### src/rtl/mem_bus_arbiter.sv
// mem_bus_arbiter
// Two-master, one-slave round-robin arbiter for the 32-bit valid/ready memory
// bus (core + DMA/debug master -> single-port SRAM). One transaction is in
// flight at a time. A per-access watchdog forces completion of a hung slave
// access, returns ERR_RDATA and raises a sticky error flag.
//
// Ports:
//   clk, rst            clock, asynchronous active-high reset
//   m{0,1}_valid/instr/addr/wdata/wstrb   master requests (held until ready)
//   m{0,1}_rdata/ready  read data and one-cycle completion pulse
//   s_valid/instr/addr/wdata/wstrb        request forwarded to the SRAM
//   s_rdata/s_ready     SRAM response
//   err_clear           clears timeout_err
//   timeout_err         sticky timeout flag
//   err_addr/err_master address and master of the first timeout since clear
module mem_bus_arbiter #(
    parameter int          TIMEOUT_CYCLES = 256,
    parameter logic [31:0] ERR_RDATA      = 32'hDEAD_BEEF
) (
    input  logic        clk,
    input  logic        rst,
    input  logic        m0_valid,
    input  logic        m0_instr,
    input  logic [31:0] m0_addr,
    input  logic [31:0] m0_wdata,
    input  logic [3:0]  m0_wstrb,
    output logic [31:0] m0_rdata,
    output logic        m0_ready,
    input  logic        m1_valid,
    input  logic        m1_instr,
    input  logic [31:0] m1_addr,
    input  logic [31:0] m1_wdata,
    input  logic [3:0]  m1_wstrb,
    output logic [31:0] m1_rdata,
    output logic        m1_ready,
    output logic        s_valid,
    output logic        s_instr,
    output logic [31:0] s_addr,
    output logic [31:0] s_wdata,
    output logic [3:0]  s_wstrb,
    input  logic [31:0] s_rdata,
    input  logic        s_ready,
    input  logic        err_clear,
    output logic        timeout_err,
    output logic [31:0] err_addr,
    output logic        err_master
);

    localparam int CW = (TIMEOUT_CYCLES > 2) ? $clog2(TIMEOUT_CYCLES) : 1;

    typedef enum logic {IDLE = 1'b0, BUSY = 1'b1} state_t;

    state_t        state_q, state_d;
    logic          grant_q, grant_d;
    logic          last_q, last_d;
    logic [CW-1:0] cnt_q, cnt_d;
    logic          err_q, err_d;
    logic [31:0]   err_addr_q, err_addr_d;
    logic          err_master_q, err_master_d;

    logic busy, timeout_hit, done;

    assign busy        = (state_q == BUSY);
    // s_ready on the last allowed cycle is a normal completion, not a timeout.
    assign timeout_hit = busy & ~s_ready & (cnt_q == CW'(TIMEOUT_CYCLES - 1));
    assign done        = busy & (s_ready | timeout_hit);

    // Slave side: forward the granted master only while BUSY, zeros in IDLE.
    assign s_valid = busy;
    assign s_instr = busy & (grant_q ? m1_instr : m0_instr);
    assign s_addr  = busy ? (grant_q ? m1_addr  : m0_addr)  : 32'h0;
    assign s_wdata = busy ? (grant_q ? m1_wdata : m0_wdata) : 32'h0;
    assign s_wstrb = busy ? (grant_q ? m1_wstrb : m0_wstrb) : 4'h0;

    // Master side
    assign m0_ready = done & ~grant_q;
    assign m1_ready = done &  grant_q;
    assign m0_rdata = m0_ready ? (timeout_hit ? ERR_RDATA : s_rdata) : 32'h0;
    assign m1_rdata = m1_ready ? (timeout_hit ? ERR_RDATA : s_rdata) : 32'h0;

    assign timeout_err = err_q;
    assign err_addr    = err_addr_q;
    assign err_master  = err_master_q;

    always_comb begin
        state_d      = state_q;
        grant_d      = grant_q;
        last_d       = last_q;
        cnt_d        = cnt_q;
        err_d        = err_q;
        err_addr_d   = err_addr_q;
        err_master_d = err_master_q;

        case (state_q)
            IDLE: begin
                if (m0_valid && m1_valid) begin
                    grant_d = ~last_q;
                    state_d = BUSY;
                end else if (m0_valid) begin
                    grant_d = 1'b0;
                    state_d = BUSY;
                end else if (m1_valid) begin
                    grant_d = 1'b1;
                    state_d = BUSY;
                end
            end
            BUSY: begin
                if (done) begin
                    last_d  = grant_q;
                    cnt_d   = '0;
                    state_d = IDLE;
                end else begin
                    cnt_d = cnt_q + CW'(1);
                end
            end
            default: state_d = IDLE;
        endcase

        // A timeout beats a simultaneous clear; capture only the first
        // timeout since the last clear (a clear in the same cycle re-arms it).
        if (timeout_hit) begin
            err_d = 1'b1;
            if (!err_q || err_clear) begin
                err_addr_d   = s_addr;
                err_master_d = grant_q;
            end
        end else if (err_clear) begin
            err_d = 1'b0;
        end
    end

    always_ff @(posedge clk or posedge rst) begin
        if (rst) begin
            state_q      <= IDLE;
            grant_q      <= 1'b0;
            last_q       <= 1'b1;
            cnt_q        <= '0;
            err_q        <= 1'b0;
            err_addr_q   <= 32'h0;
            err_master_q <= 1'b0;
        end else begin
            state_q      <= state_d;
            grant_q      <= grant_d;
            last_q       <= last_d;
            cnt_q        <= cnt_d;
            err_q        <= err_d;
            err_addr_q   <= err_addr_d;
            err_master_q <= err_master_d;
        end
    end

endmodule

### config.mk
export PLATFORM = sky130hd
export DESIGN_NAME = mem_bus_arbiter
export DESIGN_NICKNAME = d
export VERILOG_FILES = /design/src/rtl/mem_bus_arbiter.sv
export SDC_FILE = /design/constraint.sdc
export NUM_CORES = 1
export LEC_CHECK = 0
export CORE_AREA = 2 2 135 137
export CTS_CLUSTER_SIZE = 30
export DETAILED_ROUTE_END_ITERATION = 12
export DIE_AREA = 0 0 137 139
export PLACE_DENSITY = 0.62
export SLEW_MARGIN = 15
export SYNTH_ARGS = -nofsm -noshare
export SYNTH_HDL_FRONTEND = slang
export SYNTH_SLANG_ARGS = --single-unit
export TNS_END_PERCENT = 100
### constraint.sdc
create_clock -name clk -period 5.9 [get_ports clk]
set_input_delay 1.18 -clock clk [delete_from_list [all_inputs] [get_ports clk]]
set_output_delay 1.18 -clock clk [all_outputs]
set_load 0.05 [all_outputs]
==> metrics.md, run 1 <==
| Metric | Value |
|---|---|
| Outcome | finished clean |
| Setup Buffers After CTS | 0 |
| Hold Vio Cnt, Final | 0 |
| Synthesized Nets | 576 |
| Fin nets | 896 |
| Count of cell types in the netlist | 39 |
| Layout cell share with drive strength beyond 1 | 13.1% |
| Die width | 137 µm |
| Num ports | 346 |
| Seq/Total Area, Yosys | 32.8% |
| Vias/cell | 4.34 |
| Static Leak | 0.00321 µW |
| Grt met1 use | 16.3% |
| PortBufs | 345 |
| Asr flop ratio synth | 100% |
| Min Tclk post-route | 4.66 ns |
| Dpl hpwl | 11200 µm |
| Startpoint types | input port |
| Max rail drop VDD | 0.130 mV |
| Clock Path Buffers | 2 |
| Unrepaired setup endpoints after global routing | no |
| TritonRoute pass-1 iters | 4 |
| Root buf cell | clkbuf_16 |
| Max_cap viols | 0 |
| Critical path's most frequent cell | clkdlybuf4s50_1 |
| Worst slew pin tran | 1.06 ns |
| Met2 Track Usage GR | 25.7% |
| Worst path max stage delay | 0.83 ns |
| Vias in the first global route | 4186 |
| GP Congestion | 0.758 |
| Critical-path maximum fanout | 19 |
| Peak Freq | 215 MHz |
| Resized Gates After CTS | 0 |
| Crit end category | primary output |
| Post-synth EDFFs | 0 |
| Buf/Inv on CP | 3 |
| Slowest CP cell | clkdlybuf4s50_1 |
| TritonCTS Sinks | 45 |
| Final TNS setup | 0 ns |
| CP Class | input port to primary output |
| Chip height | 139 µm |
| Drc violations | 0 |
| Rows | 49 |
| Final Max Slew Viols | 0 |
| Initial Util | 19.5% |
| Final Total Pwr | 1790 µW |
| Number of DRC markers in iteration 0 | 116 |
| GRT overflow | 0 |
| Post-route ant nets | 0 |
| Worst hold slack | 0.493 ns |
| Final Cycle Share | 79.0% |
| Post-DR wirelength/cell | 15.0 µm |
| Largest net degree at the start of global routing | 54 |
| Synth Warn # | 0 |
| Synth-to-Final Area Change | 117% |
| Overall routing resource usage | 14.2% |
| Antenna diodes | 0 |
| Post-Route Skew | 0.00789 ns |
| H-tree Lvls | 2 |
| Synth Instances | 399 |
| Die footprint | 19000 µm² |
| CP Cell Sequence | clkdlybuf4s50_1 > inv_1 > nand4_1 > a21oi_1 > clkdlybuf4s50_1 |
| CTS Buf Count | 5 |
| Synth Area per Inst | 8.62 µm² |
| Hold-fix buffer count after cts | 0 |
| Synth Register Bits | 45 |
| Synth Cell Area | 3440 µm² |
| Clk pin slew, worst setup/hold paths | 0.06 ns |
| TritonCTS clock tree | done |
| Met3 usage | 4.68% |
| GRT Max-Usage Layer | met2 |
| Slew Limit Headroom | 29.3% |
| Core area | 17700 µm² |
| Hold WC Path Type | register to register |
| Cell area power density | 240 nW/µm² |
| Top cell family by delay on the critical path | buffers and inverters |
| Critical Path RT | 4.72 ns |
| Vias post-DR | 4123 |
| First-pass GRT wire length | 21900 µm |
| # setup viols final | 0 |
| Drt total wl | 14300 µm |
| Arrival time at the worst endpoint | 3.48 ns |
| Clk Latency, worst-skew pair | 0.28 ns |
| Initial antenna violation count | 1 |
| Top FF cell, synth | dfrtp_1 |
through the flow:
| step | area (µm²) | util (%) | std cells | worst slack [ns] |
|---|---|---|---|---|
| after floorplan | 3440 | - | 399 | 2.01 |
| after global placement | 7290 | 41.3 | 941 | 1.28 |
| after detailed placement | 7290 | 41.3 | 941 | 1.26 |
| after CTS | 7460 | 42.3 | 949 | 1.25 |
| after global routing | 7460 | 42.3 | 949 | 1.07 |
| final | 7460 | 42.3 | 949 | 1.24 |
cell type report:
type / count / area [µm²]
fillers: 1774 / 10200
repair buffers: 350 / 3740
multi-input cells: 313 / 2120
flip-flops and latches: 45 / 1130
well taps: 229 / 287
clock buffers: 5 / 125
clock inverters: 3 / 47.5
inverters: 4 / 15.0
registers in the layout, indices dropped and copies added, names as in the netlist:
name	flops
s_valid	1
err_master	1
grant_q	1
timeout_err	1
cnt_q	8
last_q	1
err_addr	32
final timing paths:
check	startpoint	end	slack, ns	cells after the start
setup / recovery	s_ready	m1_rdata[26]	1.24	5
hold / removal	err_addr[4]	err_addr[4]	0.49	1
setup reg to reg	grant_q	err_addr[20]	3.53	4
hold reg to reg	err_addr[4]	err_addr[4]	0.49	1
max in group asynchronous	rst	grant_q	3.78	2
min in group asynchronous	rst	err_addr[8]	1.44	2
power breakdown:
group | internal (µW) | leakage (µW) | switching, µW | total [µW]
clock network | 203 | 0.0000848 | 123 | 326
logic | 437 | 0.00251 | 670 | 1110
registers | 320 | 0.000617 | 35.2 | 355
total | 960 | 0.00321 | 829 | 1790
worst register-to-register path: stages (launching register included):
cell and delay [ns]:
dfrtp_4 0.69, buf_4 0.74, mux2i_1 0.43, nor2_1 0.10, mux2_2 0.30
cell usage after synthesis, drive strengths merged (2+ instances only):
cell    number  area, µm²
and3        18        113
o31ai        4       30.0
buf         19        113
inv          4       15.0
nand3b       2       15.0
clkbuf      18       67.6
nand4        2       12.5
mux2i       70        701
a21boi       2       15.0
nor2        73        274
mux2        33        372
nand3        3       25.0
a21oi       50        250
a31oi        2       12.5
nand2       32        120
and2         3       18.8
nor2b        2       12.5
o21ai        3       15.0
or4          2       15.0
dfrtp       44       1100
cells in the final DEF, fill, tap and decap left out, types with 2 or more instances in the layout:
master and instances:
a21boi_0 2, a21oi_1 50, a31oi_1 2, and2_1 2, and3_1 18, buf_12 29, buf_4 20, clkbuf_16 5
clkdlybuf4s50_1 301, dfrtp_1 43, inv_1 2, inv_2 2, inv_6 2, mux2_1 4, mux2_2 29, mux2i_1 70
nand2_1 32, nand3_2 2, nand3b_1 2, nand4_1 2, nor2_1 73, nor2b_1 2, o21ai_0 3, o31ai_1 4
or4_1 2
kinds of logic (layout without fill, tap and decap cells):
logic type	count (synthesis)	in the layout	share of synthesized area [%]
and+or+nand+nor	141	141	18.7
muxes	103	103	31.2
xor gates and xnor gates	1	1	0.255
adders and majority gates	1	1	0.364
AOI/OAI and AO/OA	67	67	11.0
DFF	45	45	32.8
buffers and inverters	41	362	5.68
metal layers:
metal | vias up | part of all wire (%)
met5 | - | 0
met4 | 0 | 1.2
met3 | 12 | 9.1
met2 | 193 | 50
met1 | 1885 | 39
li1 | 2033 | -
Note: power is estimated with default switching activity, not from simulation.
==> run 2: changes to the inputs <==
Clock period 5.9 ns to 4.8 ns, I/O delays scaled along.
==> metrics.md, run 2 (synthesis gave the netlist of run 1 again) <==
| Metric | Value |
|---|---|
| Post-route ant nets | 0 (unchanged) |
| Initial antenna violation count | 0 (-1) |
| Fin area | 7750 µm² (+3.8%) |
| Die footprint | 19000 µm² (unchanged) |
| Layout cell share with drive strength beyond 1 | 14.4% (+1.3 points) |
| PortBufs | 345 (unchanged) |
| Clock Path Buffers | 2 (unchanged) |
| Reg2Reg Depth | 4 (unchanged) |
| Reg2reg setup slack | 2.58 ns (-0.95 ns) |
| Drc violations | 0 (unchanged) |
| TritonRoute pass-1 iters | 6 (+2) |
| Slew Limit Headroom | 30.1% (+0.77 points) |
| Final core utilization | 43.9% (+1.6 points) |
| Critical-path maximum fanout | 48 (+29) |
| Static Leak | 0.00331 µW (+2.9%) |
| Startpoint types | input port |
| First-pass GRT wire length | 22300 µm (+1.4%) |
| TritonCTS Sinks | 45 (unchanged) |
| Dpl hpwl | 11100 µm (-0.67%) |
| Rows | 49 (unchanged) |
| DP Area | 7570 µm² (+3.8%) |
| Max rail drop VDD | 0.148 mV (+14%) |
| Hold WC Path Type | register to register |
| Root buf cell | clkbuf_16 |
| Largest net degree at the start of global routing | 49 (-9.3%) |
| CTS Buf Count | 5 (unchanged) |
| Final TNS setup | 0 ns (unchanged) |
| Cell area power density | 290 nW/µm² (+21%) |
| Slowest CP cell | clkdlybuf4s50_1 |
| Outcome | finished clean |
| Vias post-DR | 4153 (+0.73%) |
| Worst setup path end | m0_rdata[31] |
| GRT overflow | 0 (unchanged) |
| Vias/cell | 4.36 (+0.30%) |
| Vias in the first global route | 4336 (+3.6%) |
| Hold Vio Cnt, Final | 0 (unchanged) |
| Resized Gates After CTS | 0 (unchanged) |
| Clk Latency, worst-skew pair | 0.28 ns (about the same) |
| TritonCTS clock tree | done |
| Initial Util | 19.5% (unchanged) |
| CP Class | input port to primary output |
| Unrepaired setup endpoints after global routing | no |
| Antenna diodes | 0 (unchanged) |
| Critical Path Source | s_ready |
| Final WS setup | 0.901 ns (-0.339 ns) |
| Drt total wl | 14200 µm (-0.87%) |
| Worst slew pin tran | 1.05 ns (-0.0116 ns) |
| H-tree Lvls | 2 (unchanged) |
| Setup Buffers After CTS | 0 (unchanged) |
| Final Max Slew Viols | 0 (unchanged) |
| # setup viols final | 0 (unchanged) |
| Peak Freq | 256 MHz |
| Post-DR wirelength/cell | 14.8 µm (-1.3%) |
| Overall routing resource usage | 14.4% (+0.16 points) |
| R2R Path End | err_addr[13] |
| Min Tclk post-route | 3.90 ns |
| Final Total Pwr | 2250 µW (+26%) |
| Crit end category | primary output |
| Fin nets | 900 (+0.45%) |
| Worst path max stage delay | 0.82 ns (about the same) |
| Commonest non-fill, non-tap cell in the layout | clkdlybuf4s50_1 |
| Chip height | 139 µm (unchanged) |
| Post-Route Skew | 0.00616 ns (-0.00174 ns) |
| Clk pin slew, worst setup/hold paths | 0.06 ns (about the same) |
| Max_cap viols | 0 (unchanged) |
| Hold-fix buffer count after cts | 0 (unchanged) |
| Pre-CTS setup slack | 0.914 ns (-0.350 ns) |
| CP Cell Sequence | clkdlybuf4s50_1 > inv_1 > nand4_1 > buf_4 > a21oi_1 > buf_12 |
| Number of DRC markers in iteration 0 | 228 (+97%) |
| Synth-to-Final Area Change | 125% |
| Num ports | 346 (unchanged) |
| Die width | 137 µm (unchanged) |
| Arrival time at the worst endpoint | 2.94 ns (-0.54 ns) |
| Most frequent cells in the layout | clkdlybuf4s50_1 (295), nor2_1 (73), mux2i_1 (70) |
| Max FFs per register | 32 (unchanged) |
| GP Congestion | 0.734 (-3.2%) |
| Critical Path RT | 3.84 ns (-0.88 ns) |
| Reg2Reg Launch Point | s_valid |
| Final Cycle Share | 81.2% |
| Core area | 17700 µm² (unchanged) |
==> run 2: changes by cell type in the layout (fill, tap and decap cells not counted), sizes merged <==
cell / before / now
buf: 49 / 59
clkbuf: 5 / 6
clkdlybuf4s50: 301 / 295
clkinvlp: 0 / 1
inv: 6 / 4
==> run 2: cell type report <==
| type | count | area [µm²] |
|---|---|---|
| fill | 1730 | 9910 |
| sequential | 45 | 1130 |
| timing repair buffer | 354 | 4020 |
| multi-input combinational | 313 | 2120 |
| inverter | 4 | 15.0 |
| clock inverter | 2 | 37.5 |
| tap | 229 | 287 |
| clock buffer | 6 | 139 |
==> run 2: how the worst min path moves through the flow <==
stage	from	end	slack, ns	depth (start not counted)
2_1_floorplan	last_q	last_q	0.50	1
3_3_place_gp	err_addr[17]	err_addr[17]	0.47	1
3_5_place_dp	err_addr[4]	err_addr[4]	0.48	1
4_1_cts	err_addr[4]	err_addr[4]	0.49	1
5_1_grt	err_addr[10]	err_addr[10]	0.52	1
6_report	err_addr[4]	err_addr[4]	0.49	1
==> run 2: layer usage <==
layer  global-route usage [%]  part of all wire [%]  vias up
met5                        0                     0        -
met2                     26.8                    51      187
met1                     15.7                    38     1907
li1                         -                     -     2049
met4                     2.17                  0.98        0
met3                     5.08                   9.9       10
==> run 2: power breakdown <==
group / total (µW) / internal (µW) / switching [µW]
combinational: 1390 / 576 / 810
sequential: 456 / 393 / 63.2
clock: 404 / 260 / 144
==> run 2: metrics by stage <==
| step | std cells | hold slack [ns] |
|---|---|---|
| final | 953 | 0.485 |
| after global routing | 953 | 0.515 |
| after CTS | 953 | 0.488 |
| after detailed placement | 945 | 0.477 |
| after global placement | 945 | 0.467 |
| after floorplan | 399 | 0.497 |
==> run 2: critical path, delay by kind of cell <==
kind            cells  cell delay [ns]
buf+inv             4             1.63
compound gates      1             0.20
simple gates        1             0.11
==> run 3: changes to the inputs <==
Clock period 4.8 ns to 3.8 ns, I/O delays scaled along.
==> metrics.md, run 3 (synthesis gave the netlist of run 1 again) <==
| Metric | Value |
|---|---|
| TritonCTS clock tree | done |
| Top cell family by delay on the critical path | buffers and inverters |
| Drt total wl | 14600 µm (+3.5%) |
| CP Class | register to primary output |
| Seq pwr share | 19.1% (-1.2 points) |
| Vias post-DR | 4197 (+1.1%) |
| TritonRoute pass-1 iters | 4 (-2) |
| CP Cell Sequence | buf_4 > mux2i_1 > nor2_1 > clkdlybuf4s50_1 |
| Post-DR wirelength/cell | 15.3 µm (+3.1%) |
| Net Sw Frac | 45.8% (+0.50 points) |
| Arrival time at the worst endpoint | 2.44 ns (-0.50 ns) |
| Unrepaired setup endpoints after global routing | no |
| Antenna diodes | 0 (unchanged) |
| Clk Latency, worst-skew pair | 0.29 ns (about the same) |
| Logic gate share of total power | 64.7% (+3.0 points) |
| Final Total Pwr | 2850 µW (+27%) |
| Slew Limit Headroom | 46.6% (+17 points) |
| Num ports | 346 (unchanged) |
| Outcome | finished clean |
| Post-Route Skew | 0.00610 ns (-0.0000586 ns) |
| Startpoint types | register |
| Fin nets | 903 (+0.33%) |
| Buf/Inv on CP | 2 (-2) |
| GRT overflow | 0 (unchanged) |
| First-pass GRT wire length | 22400 µm (+0.59%) |
| Chip height | 139 µm (unchanged) |
| Hold Vio Cnt, Final | 0 (unchanged) |
| Static Leak | 0.00340 µW (+2.9%) |
| Clk pin slew, worst setup/hold paths | 0.06 ns (about the same) |
| Initial antenna violation count | 0 (unchanged) |
| Peak Freq | 313 MHz |
| Synth-to-Final Area Change | 131% |
| Fillers | 1695 (-2.0%) |
| Core area | 17700 µm² (unchanged) |
| Hold WC Path Type | register to register |
| Hold-fix buffer count after cts | 0 (unchanged) |
| Clock Path Buffers | 2 (unchanged) |
| Max FFs per register | 32 (unchanged) |
| WP depth | 4 (-2) |
| H-tree Lvls | 2 (unchanged) |
| Overall routing resource usage | 14.7% (+0.34 points) |
| Dpl hpwl | 11400 µm (+2.8%) |
| Max_cap viols | 0 (unchanged) |
| Int Power | 1540 µW (+26%) |
| Critical Path RT | 3.04 ns (-0.80 ns) |
| CTS Buf Count | 5 (unchanged) |
| Most frequent cells in the layout | clkdlybuf4s50_1 (279), nor2_1 (73), mux2i_1 (70) |
| Die footprint | 19000 µm² (unchanged) |
| TritonCTS Sinks | 45 (unchanged) |
| Vias in the first global route | 4168 (-3.9%) |
| Sw Pwr | 1300 µW (+28%) |
| Root buf cell | clkbuf_16 |
| Worst hold slack | 0.485 ns (+0.000265 ns) |
| Cell area power density | 359 nW/µm² (+24%) |
| Number of DRC markers in iteration 0 | 186 (-18%) |
| Hold Path Cell Cnt | 1 (unchanged) |
| Rows | 49 (unchanged) |
| Slowest CP cell | clkdlybuf4s50_1 |
| Die width | 137 µm (unchanged) |
| Layout cell share with drive strength beyond 1 | 16.9% (+2.6 points) |
| Worst path max stage delay | 0.84 ns (+0.02 ns) |
| Final TNS setup | 0 ns (unchanged) |
| Largest net degree at the start of global routing | 49 (unchanged) |
| Min Tclk post-route | 3.20 ns |
| Setup Buffers After CTS | 0 (unchanged) |
| Crit end category | primary output |
| Final core utilization | 44.9% (+1.1 points) |
| Critical-path maximum fanout | 20 (-58%) |
| GP Congestion | 0.796 (+8.4%) |
| Commonest non-fill, non-tap cell in the layout | clkdlybuf4s50_1 |
| Vias/cell | 4.39 (+0.74%) |
| # setup viols final | 0 (unchanged) |
| Resized Gates After CTS | 0 (unchanged) |
| Final Max Slew Viols | 0 (unchanged) |
| Post-route ant nets | 0 (unchanged) |
| PortBufs | 345 (unchanged) |
| Worst slew pin tran | 0.800 ns (-0.249 ns) |
| Clock power share | 16.1% (-1.9 points) |
| Max rail drop VDD | 0.204 mV (+38%) |
| Final Cycle Share | 84.1% |
| Initial Util | 19.5% (unchanged) |
| Drc violations | 0 (unchanged) |
| Reg2Reg Depth | 5 (+1) |
[run 3: cell types whose count changed in the layout (fill, tap and decap cells not counted)]
cell	previous run	this run
buf_12	50	68
bufinv_16	1	0
clkinvlp_4	1	0
buf_4	9	10
clkbuf_8	1	2
clkinv_2	0	1
clkdlybuf4s50_1	295	279
[run 3: path summary, 6_finish.rpt]
kind	start	end	slack [ns]
max	grant_q	s_addr[26]	0.60
min	err_addr[6]	err_addr[6]	0.49
max reg2reg	cnt_q[0]	err_addr[10]	1.61
min reg2reg	err_addr[6]	err_addr[6]	0.49
max in group asynchronous	rst	err_addr[10]	2.20
min in group asynchronous	rst	err_addr[8]	0.96
[run 3: per-stage QoR]
stage	setup WS, ns	area, µm²	std cells
CTS	0.604	7940	956
finish	0.605	7940	956
global placement	0.662	7780	948
detailed placement	0.648	7780	948
floorplan	0.753	3440	399
global route	0.479	7940	956
[run 3: cell type report]
cell class	count	area [µm²]	area share, %
Clock buffer	7	153	1.92
Clock inverter	1	5.00	0.0631
Inverter	4	15.0	0.189
Multi-Input combinational cell	313	2120	26.7
Sequential cell	45	1130	14.3
Tap cell	229	287	3.61
Timing Repair Buffer	357	4230	53.3
[run 3: power groups by stage]
stage | clock, µW | sequential (µW) | combinational, µW
after detailed placement | 0 | 553 | 1850
after CTS | 475 | 545 | 1860
after global routing | 496 | 549 | 1940
final | 459 | 545 | 1840
after floorplan | 0 | 518 | 1110
after global placement | 0 | 553 | 1850
[run 3: worst register-to-register path, cell delays in order (launching register included)]
cell and delay [ns]:
dfrtp_1 0.43, ha_1 0.29, nand3_2 0.19, nor4_4 0.30
buf_4 0.44, mux2_2 0.43
[run 3: per-layer routing]
layer	global-route usage, %	part of all wire [%]
met1	17.5	39
met2	25.0	49
met3	5.77	11
met4	3.09	1.5
met5	0	0
